## config.mk

```make
export PLATFORM = sky130hd
export DESIGN_NAME = clk_div_prog
export DESIGN_NICKNAME = d
export VERILOG_FILES = /design/src/rtl/clk_div_pkg.sv /design/src/rtl/clk_div_chan.sv /design/src/rtl/clk_div_prog.sv
export SDC_FILE = /design/constraint.sdc
export NUM_CORES = 1
export LEC_CHECK = 0
export CAP_MARGIN = 20
export CORE_MARGIN = 5
export CORE_UTILIZATION = 30
export CTS_BUF_LIST = sky130_fd_sc_hd__clkbuf_16
export CTS_CLUSTER_SIZE = 16
export DETAILED_ROUTE_END_ITERATION = 10
export PLACE_DENSITY = 0.44
export SLEW_MARGIN = 0
export SYNTH_ARGS = -nofsm -noshare
export SYNTH_HDL_FRONTEND = slang
export SYNTH_HIERARCHICAL = 1
export SYNTH_SLANG_ARGS = --single-unit
```

## constraint.sdc

```tcl
create_clock -name clk -period 9.71 [get_ports clk]
set_input_delay 1.942 -clock clk [delete_from_list [all_inputs] [get_ports clk]]
set_output_delay 1.942 -clock clk [all_outputs]
set_load 0.05 [all_outputs]
```

## src/rtl/clk_div_pkg.sv

```systemverilog
`default_nettype none
// ============================================================================
//  Module   : clk_div_pkg
//  Purpose  : Shared definitions for the programmable clock divider:
//             system clock frequency, divider mode encoding and a helper
//             that turns a target output frequency into a divisor value.
//  Revision : 1.0 - initial release
// ============================================================================
package clk_div_pkg;

    // Frequency of the single system clock feeding every divider channel.
    localparam int unsigned CLK_FREQ = 50_000_000;

    // Output mode of a channel.
    //   MODE_TOGGLE : square wave, output inverts on every terminal count
    //   MODE_PULSE  : output is a one-cycle strobe on every terminal count
    typedef enum logic {
        MODE_TOGGLE = 1'b0,
        MODE_PULSE  = 1'b1
    } mode_e;

    // Divisor for a requested output frequency. In toggle mode the divisor
    // is a half-period, so the clock rate is split over two terminals. A
    // zero frequency returns 0, which the channel treats as divide-by-1.
    function automatic int unsigned div_from_freq(input int unsigned freq_hz,
                                                  input mode_e       mode);
        int unsigned result;
        result = 0;
        if (freq_hz != 0) begin
            if (mode == MODE_TOGGLE) begin
                result = CLK_FREQ / (2 * freq_hz);
            end else begin
                result = CLK_FREQ / freq_hz;
            end
        end
        return result;
    endfunction

endpackage
`default_nettype wire

```

## src/rtl/clk_div_chan.sv

```systemverilog
`default_nettype none
// ============================================================================
//  Module   : clk_div_chan
//  Purpose  : One programmable divider channel. Counts system clock cycles
//             up to an active divisor and produces a registered terminal
//             strobe (tick) and a divided output (toggle or pulse mode).
//             New divisor/mode values are staged in a pending register and
//             only promoted at a terminal count, so a running output never
//             sees a truncated or stretched period.
//  Ports    :
//    clk      in   system clock, rising edge
//    rst      in   synchronous active-high reset
//    en       in   run enable; low forces count/outputs to 0
//    wr_sel   in   write strobe already decoded for this channel
//    wr_div   in   new divisor (0 behaves as 1)
//    wr_mode  in   new mode (0 toggle, 1 pulse)
//    clk_div  out  divided output, registered
//    tick     out  one-cycle strobe following each terminal cycle
//  Revision : 1.0 - initial release
// ============================================================================
module clk_div_chan
    import clk_div_pkg::*;
#(
    parameter int CNT_W       = 32,
    parameter int DEFAULT_DIV = 500_000
) (
    input  logic             clk,
    input  logic             rst,
    input  logic             en,
    input  logic             wr_sel,
    input  logic [CNT_W-1:0] wr_div,
    input  logic             wr_mode,
    output logic             clk_div,
    output logic             tick
);

    localparam logic [CNT_W-1:0] c_default_div = CNT_W'(DEFAULT_DIV);
    localparam logic [CNT_W-1:0] c_one         = CNT_W'(1);

    logic [CNT_W-1:0] r_count;
    logic [CNT_W-1:0] r_act_div;
    logic [CNT_W-1:0] r_pend_div;
    mode_e            r_act_mode;
    mode_e            r_pend_mode;
    logic             r_clk_div;
    logic             r_tick;

    logic [CNT_W-1:0] w_eff_div;
    logic             w_terminal;
    logic [CNT_W-1:0] w_next_div;
    mode_e            w_next_mode;

    always_comb begin
        w_eff_div   = (r_act_div == '0) ? c_one : r_act_div;
        // The count never exceeds the last value because the active divisor
        // only changes while the count is being reset to 0; using >= keeps
        // the channel self-recovering regardless.
        w_terminal  = (r_count >= (w_eff_div - c_one));
        // A write landing on the terminal cycle wins over the older pending
        // value, so the new divisor governs the very next period.
        w_next_div  = wr_sel ? wr_div : r_pend_div;
        w_next_mode = wr_sel ? mode_e'(wr_mode) : r_pend_mode;
    end

    always_ff @(posedge clk) begin
        if (rst) begin
            r_count     <= '0;
            r_act_div   <= c_default_div;
            r_pend_div  <= c_default_div;
            r_act_mode  <= MODE_TOGGLE;
            r_pend_mode <= MODE_TOGGLE;
            r_clk_div   <= 1'b0;
            r_tick      <= 1'b0;
        end else if (!en) begin
            // Idle channel: outputs parked low, configuration retained.
            // Writes take effect at once since no period is in progress.
            r_count   <= '0;
            r_clk_div <= 1'b0;
            r_tick    <= 1'b0;
            if (wr_sel) begin
                r_act_div   <= wr_div;
                r_pend_div  <= wr_div;
                r_act_mode  <= mode_e'(wr_mode);
                r_pend_mode <= mode_e'(wr_mode);
            end
        end else begin
            if (wr_sel) begin
                r_pend_div  <= wr_div;
                r_pend_mode <= mode_e'(wr_mode);
            end

            if (w_terminal) begin
                r_count    <= '0;
                r_tick     <= 1'b1;
                r_act_div  <= w_next_div;
                r_act_mode <= w_next_mode;
                if (w_next_mode != r_act_mode) begin
                    // Switching mode restarts the output from a known low.
                    r_clk_div <= 1'b0;
                end else if (w_next_mode == MODE_PULSE) begin
                    r_clk_div <= 1'b1;
                end else begin
                    r_clk_div <= ~r_clk_div;
                end
            end else begin
                r_count <= r_count + c_one;
                r_tick  <= 1'b0;
                if (r_act_mode == MODE_PULSE) begin
                    r_clk_div <= 1'b0;
                end
            end
        end
    end

    assign clk_div = r_clk_div;
    assign tick    = r_tick;

endmodule
`default_nettype wire

```

## src/rtl/clk_div_prog.sv

```systemverilog
`default_nettype none
// ============================================================================
//  Module   : clk_div_prog
//  Purpose  : Bank of NUM_CH independent programmable clock dividers sharing
//             one system clock and one divisor/mode write port.
//  Ports    :
//    clk      in   system clock, rising edge
//    rst      in   synchronous active-high reset
//    en       in   per-channel run enable               [NUM_CH]
//    wr_en    in   one-cycle divisor/mode write strobe
//    wr_ch    in   target channel of the write          [max(1,clog2(NUM_CH))]
//    wr_div   in   new divisor                          [CNT_W]
//    wr_mode  in   new mode (0 toggle, 1 pulse)
//    clk_div  out  per-channel divided output           [NUM_CH]
//    tick     out  per-channel terminal-count strobe    [NUM_CH]
//  Revision : 1.0 - initial release
// ============================================================================
module clk_div_prog
    import clk_div_pkg::*;
#(
    parameter  int NUM_CH      = 4,
    parameter  int CNT_W       = 32,
    parameter  int DEFAULT_DIV = 500_000,
    localparam int CH_W        = (NUM_CH > 1) ? $clog2(NUM_CH) : 1
) (
    input  logic              clk,
    input  logic              rst,
    input  logic [NUM_CH-1:0] en,
    input  logic              wr_en,
    input  logic [CH_W-1:0]   wr_ch,
    input  logic [CNT_W-1:0]  wr_div,
    input  logic              wr_mode,
    output logic [NUM_CH-1:0] clk_div,
    output logic [NUM_CH-1:0] tick
);

    // Writes addressed beyond the last channel are dropped here; this only
    // matters when NUM_CH is not a power of two.
    logic w_wr_valid;

    always_comb begin
        w_wr_valid = wr_en && (int'(wr_ch) < NUM_CH);
    end

    for (genvar gi = 0; gi < NUM_CH; gi++) begin : g_chan
        logic w_sel;

        assign w_sel = w_wr_valid && (wr_ch == CH_W'(gi));

        clk_div_chan #(
            .CNT_W       (CNT_W),
            .DEFAULT_DIV (DEFAULT_DIV)
        ) u_chan (
            .clk     (clk),
            .rst     (rst),
            .en      (en[gi]),
            .wr_sel  (w_sel),
            .wr_div  (wr_div),
            .wr_mode (wr_mode),
            .clk_div (clk_div[gi]),
            .tick    (tick[gi])
        );
    end

endmodule
`default_nettype wire

```

==> flow_summary_export.csv, run 1 <==
group,metric,value,unit
clock_network,tritoncts,"built",
worst_hold_path,hold_depth,2,
yosys,synth_seq_area_share,0.3485,
power,p_leak,9.644,nW
yosys,synthCells,2634,
yosys,synthFlopType,"dfxtp_1",
route,routed_wl,64170,um
yosys,synth_area,22980,sq um
worst_setup_path,arrival,6150,ps
yosys,synth_top_area_cell,"dfxtp_1",
worst_setup_path,critPathMaxStageDelay,630,ps
timing,tns,0,ps
yosys,yosys_warnings,6,
route,antenna_left,0,
yosys,synth_edf_count,0,
route,first_pass_iters,5,
grt,grt_start_max_net_pins,85,
grt,grt_usage,0.1537,
yosys,synthArstFlopShare,0,
die,rows,101,
placement,gp_congestion,0.8170,
grt,antenna_found_initial,1,
worst_setup_path,crit_family,"simple AND/OR/NAND/NOR gates",
clock_network,clk_latency,590,ps
timing,relSlewSlack,0.2698,
yosys,synth.area.top_cells,"dfxtp_1, ha_1, mux2i_1",
yosys,syn_avg_cell_area,8.724,sq um
timing,slew_viol_final,0,
route,wire_per_inst,17.35,um
finish,fillCellCount,7821,
finish,multi_input_area,13530,sq um
route,vias_per_cell,4.915,
power,internal_power,2.889,mW
route,drt_iter0_drc,851,
worst_setup_path,critPathSlowestCell,"or2_2",
worst_setup_path,crit_path_end_kind,"flip-flop",
worst_setup_path,critPathMaxFanout,34,
power,clock_power_share,0.425,
timing,max_freq,174.9,MHz
die,core-area,75950,sq um
power,switchingPower,1.120,mW
power,switching_share,0.2793,
clock_network,cts_repair_resize_count,0,
clock_network,cts_sinks,400,
run_status,status,"finished, final reports clean",
worst_setup_path,rr_worst_depth,18,
timing,fin_crit_sh,0.5889,
yosys,ys_seq_elements,400,
finish,drive_above_1_share,0.08696,
yosys,syn-num-nets,2812,
clock_network,numCtsBuffers,48,
worst_setup_path,critPathLaunchType,"flip-flop",
finish,instances_no_fill,3699,
power,vdd_ir_drop_max,0.0001099,V
worst_setup_path,crit_chain,"or4_4, or4_4, nand3b_1, nor3_1, nor2_1, ha_1, nand2_1, or3_1, nor3_1, xnor2_1, ha_1, nand4_1, or4_1, o32ai_1, o2111a_1, buf_4, or2_2, a211oi_1",
clock_network,clk_pin_slew,60,ps
power,seq_power_share,0.446,
worst_hold_path,hp-class,"reg -> reg",
finish,nets,2807,
finish,regArea,8008,sq um
timing,grt_setup_unrepaired,"no",
die,initial_utilization,0.3026,
clock_network,post_cts_buffers,0,
route,drc,0,
worst_setup_path,required,10140,ps
timing,min_period,5718,ps
die,dieArea,82230,sq um
yosys,synth_top_area_frac,0.3485,
clock_network,hold_buffers,0,
power,pwr-share-comb,0.129,
finish,area_growth_syn_to_layout,12.68,%
clock_network,htreeDepth,2,
route,via_count,18180,
clock_network,clockBufferDepth,3,
grt,grt_first_pass_wirelength,102300,um
die,die_h,286.8,um
flow_run,drv_cap,0,
timing,setup_viol,0,
yosys,synth_cell_types,76,
timing,skew,12.37,ps
worst_setup_path,critPathBufInv,1,
power,power_density,154.8,nW/um^2
placement,dpl.hpwl,44270,um
placement,io_buffer_count,49,
timing,hold_viol,0,
grt,grt-ovfl-total,0,
timing,hold-worst-slack,471.2,ps
worst_setup_path,cp_num_cells,18,
grt,grt_pass1_vias,17890,
die,die_w,286.8,um
placement,dp.cells,3608,
worst_setup_path,critical_path_class,"reg -> reg",
die,boundaryPins,50,
clock_network,root_buffer,"clkbuf_16",
timing,tightestPinTransition,1092,ps
==> cell usage after synthesis, types with 11 or more instances <==
| cell type | n |
|---|---|
| nor4_1 | 35 |
| clkbuf_1 | 96 |
| mux2i_1 | 158 |
| inv_1 | 226 |
| o311ai_0 | 26 |
| and3_1 | 20 |
| xor2_1 | 90 |
| buf_1 | 11 |
| a211oi_1 | 30 |
| nand2_1 | 99 |
| mux2_2 | 31 |
| o21ai_0 | 91 |
| ha_1 | 136 |
| a211o_1 | 23 |
| nor2b_1 | 29 |
| dfxtp_1 | 400 |
| a221oi_2 | 46 |
| and4_1 | 22 |
| nand2b_1 | 11 |
| nor3_1 | 64 |
| nand4_1 | 56 |
| buf_2 | 12 |
| a21oi_1 | 116 |
| a221oi_1 | 29 |
| a21o_1 | 13 |
| nand3_1 | 77 |
| or4_1 | 11 |
| xnor2_1 | 144 |
| nor2_1 | 397 |
==> worst min-delay path, cell delays in order (launching register included) <==
cell     delay (ps)
dfxtp_1         320
mux2i_1          60
nand2_1          60
==> metal layers <==
layer	wire [um]	vias to the layer above	part of all wire	global-route usage
li1	-	9243	-	-
met1	31290	8639	0.49	0.2086
met2	29290	219	0.46	0.2561
met3	2038	80	0.032	0.02415
met4	1558	0	0.024	0.03908
met5	0	-	0	0
==> power by group through the flow <==
stage               Clock [mW]  Combinational, mW  Sequential [mW]
finish                    1.70              0.517             1.79
global route              1.84              0.577             1.80
global placement             0              0.509             1.82
floorplan                    0              0.375             1.80
detailed placement           0              0.521             1.82
CTS                       1.77              0.524             1.79
==> cells in the final DEF, fill, tap and decap left out, types with 8 or more instances in the layout <==
cell,n
and4_1,22
a221oi_1,29
mux2i_1,158
o311ai_0,26
or4_4,9
nor4_2,10
a211o_1,23
ha_1,136
clkdlybuf4s50_1,48
nand2b_1,10
a211oi_1,30
a21o_1,13
buf_4,25
o21ai_0,91
nor2b_1,29
nor2_1,397
a21oi_1,116
and3_1,20
xnor2_1,144
nand2_1,99
or4_1,11
a221oi_2,46
inv_1,237
clkinv_2,8
nand3_1,77
nand4_1,56
clkinv_1,15
clkbuf_16,49
xor2_1,90
nor3_1,64
nor4_1,35
dfxtp_1,400
mux2_2,31
==> metrics by stage <==
step                      setup slack, ps  area (sq um)    util  total power [mW]
after global placement               3914         24360  0.3207             2.330
after CTS                            3911         25870  0.3406             4.080
final                                3992         25890  0.3409             4.009
after floorplan                      5022         22980       -             2.176
after detailed placement             3963         24410  0.3215             2.344
after global routing                 3500         25890  0.3409             4.216
==> state kept, by name (all words and copies together) (netlist names) <==
| signal | flops |
|---|---|
| g_chan.u_chan/r_pend_mode | 4 |
| g_chan.u_chan/r_pend_div | 128 |
| g_chan.u_chan/r_act_mode | 4 |
| g_chan.u_chan/r_count | 128 |
| g_chan.u_chan/clk_div | 4 |
| g_chan.u_chan/r_act_div | 128 |
| g_chan.u_chan/tick | 4 |
==> path summary, 6_finish.rpt <==
kind                                       start                        endpoint  slack (ps)
hold / removal    g_chan[3].u_chan/r_pend_div[8]  g_chan[3].u_chan/r_pend_div[8]         470
setup reg to reg   g_chan[0].u_chan/r_act_div[9]  g_chan[0].u_chan/r_act_div[12]        3990
hold reg to reg   g_chan[3].u_chan/r_pend_div[8]  g_chan[3].u_chan/r_pend_div[8]         470
setup / recovery   g_chan[0].u_chan/r_act_div[9]  g_chan[0].u_chan/r_act_div[12]        3990
==> layout make-up <==
| cell class | instances | area share |
|---|---|---|
| multi-input cells | 1875 | 0.5225 |
| flip-flops and latches | 400 | 0.3093 |
| well taps | 1030 | 0.04977 |
| clock buffers | 49 | 0.04735 |
| inverters | 226 | 0.03276 |
| repair buffers | 78 | 0.02933 |
| clock inverters | 40 | 0.008891 |
| diodes | 1 | 0.00009664 |
==> cells by family after synthesis <==
group | Yosys count | synth area share
buffers and inverters | 359 | 0.06321
adder cells (fa/ha/maj) | 136 | 0.07405
XOR/XNOR | 234 | 0.08919
AO/OA/AOI/OAI | 424 | 0.1428
AND/OR/NAND/NOR | 892 | 0.1982
flip-flops | 400 | 0.3485
multiplexers | 189 | 0.08401
No activity file was read; power rests on OpenSTA's default activity.
==> inputs of run 2 (changes only) <==
==> constraint.sdc (replaced) <==
create_clock -name clk -period 5.5 [get_ports clk]
set_input_delay 1.1 -clock clk [delete_from_list [all_inputs] [get_ports clk]]
set_output_delay 1.1 -clock clk [all_outputs]
set_load 0.05 [all_outputs]
==> run 2 against run 1 <==
Against the previous run:
- register-to-register slack got worse by 3700 ps
- flip-flop and latch count unchanged
- critical path type unchanged
- clock skew increased by 6.1 ps
- fmax increased by 11%
- clock-buffer cell count increased by 1
==> flow_summary_export.csv, run 2 (same netlist as run 1, synthesis figures left out) <==
group,metric,value,unit
run_status,status,"finished, final reports clean",
timing,slew_viol_final,0,
power,total_power,7.388,mW
clock_network,root_buffer,"clkbuf_16",
power,vdd_ir_drop_max,0.0001965,V
clock_network,clockBufferDepth,3,
timing,max_freq,193.6,MHz
route,routed-wl-met2,30260,um
route,met3_length,2459,um
timing,min_period,5166,ps
worst_hold_path,hp-start,"g_chan[3].u_chan/r_pend_div[8]",
finish,stdcell_area,26130,sq um
route,first_pass_iters,4,
clock_network,cts_repair_resize_count,0,
clock_network,clk_pin_slew,60,ps
finish,fillCellCount,7891,
route,vias_per_cell,4.916,
finish,multi_input_area,13540,sq um
timing,hold_viol,0,
grt,grt_first_pass_wirelength,103700,um
worst_setup_path,r2r-start,"g_chan[3].u_chan/r_act_div[13]",
finish,layout_common_cells,"dfxtp_1, nor2_1, inv_1",
die,rows,101,
finish,final_common_cell,"dfxtp_1",
grt,antenna_found_initial,2,
finish,drive_above_1_share,0.09481,
worst_setup_path,critPathLaunchType,"flip-flop",
grt,grt_usage,0.1562,
flow_run,drv_cap,0,
grt,grt-ovfl-total,0,
route,top_layer,"met4",
worst_setup_path,critical_path_class,"reg -> reg",
clock_network,clk_latency,600,ps
route,antenna_left,0,
die,die_h,286.8,um
worst_hold_path,hp-class,"reg -> reg",
timing,setup_viol,0,
timing,fin_crit_sh,0.9393,
worst_setup_path,crit_start,"g_chan[3].u_chan/r_act_div[13]",
worst_setup_path,arrival,5700,ps
clock_network,hold_buffers,0,
grt,grt_start_max_net_pins,97,
route,drc,0,
timing,relSlewSlack,0.3183,
worst_setup_path,required,6030,ps
finish,instances_no_fill,3711,
placement,dpl.hpwl,45460,um
clock_network,cts_sinks,400,
clock_network,htreeDepth,2,
finish,area_growth_syn_to_layout,13.70,%
placement,gp_congestion,0.8313,
die,die_w,286.8,um
finish,nets,2817,
clock_network,tritoncts,"built",
route,wire_per_inst,17.68,um
grt,grt_pass1_vias,18070,
timing,tightestPinTransition,1019,ps
finish,regArea,8008,sq um
route,drt-met1-wl,31160,um
worst_setup_path,critPathMaxFanout,31,
die,initial_utilization,0.3026,
timing,skew,18.48,ps
placement,io_buffer_count,49,
route,drt_iter0_drc,884,
route,routed_wl,65590,um
placement,dpl_cell_area,24490,sq um
die,core-area,75950,sq um
worst_setup_path,crit_path_end_kind,"flip-flop",
power,p_leak,9.749,nW
power,power_density,282.7,nW/um^2
die,boundaryPins,50,
route,via_count,18240,
finish,reg_top3,"g_chan.u_chan/r_act_div (128), g_chan.u_chan/r_count (128), g_chan.u_chan/r_pend_div (128)",
die,dieArea,82230,sq um
placement,dp.cells,3619,
clock_network,numCtsBuffers,48,
clock_network,post_cts_buffers,0,
run 2: final timing paths:
kind | endpoint | slack [ps] | depth (start not counted)
max | g_chan[3].u_chan/r_count[8] | 330 | 19
min | g_chan[3].u_chan/r_pend_div[8] | 470 | 2
max reg2reg | g_chan[3].u_chan/r_count[8] | 330 | 19
min reg2reg | g_chan[3].u_chan/r_pend_div[8] | 470 | 2
run 2: power breakdown:
group          internal (mW)  total (mW)  switching [mW]
Combinational          0.381       0.925           0.543
Sequential              3.02        3.16           0.135
Clock                   1.97        3.30            1.33
Total                   5.38        7.39            2.01
run 2: critical path, cell delays in order (launching register included):
cell      delay [ps]
dfxtp_1          360
or4_4            580
or4b_4           540
nand4b_4         240
nor2_1           160
nor2_1            80
ha_1             220
nand3_1          190
nand3b_1         320
nor2_1           100
xnor2_1          210
ha_1             280
nand4_1          140
a211oi_1          60
a32o_1           300
o311ai_4         470
buf_6            310
nand3_1          110
buf_4            260
nor2_1           140
run 2: cell type report:
type                    instances  area share
well taps                    1030     0.04932
inverters                     226     0.03247
clock inverters                40     0.01417
repair buffers                 88     0.03137
flip-flops and latches        400      0.3065
clock buffers                  50     0.04789
multi-input cells            1875      0.5181
diodes                          2   0.0001915
run 2: metrics by stage:
stage	setup WS [ps]	hold WS (ps)	setup TNS, ps	util
floorplan	812.3	437.3	0	-
global placement	375.8	450.4	0	0.3224
detailed placement	308.3	454.5	0	0.3224
CTS	271.7	469.9	0	0.3438
global route	-35.41	483.2	-281.3	0.3440
finish	333.8	467.8	0	0.3440
run 2: metal layers:
metal	vias up	track usage
met5	-	0
met4	0	0.04258
met3	101	0.02407
met2	278	0.2614
met1	8587	0.2102
li1	9277	-
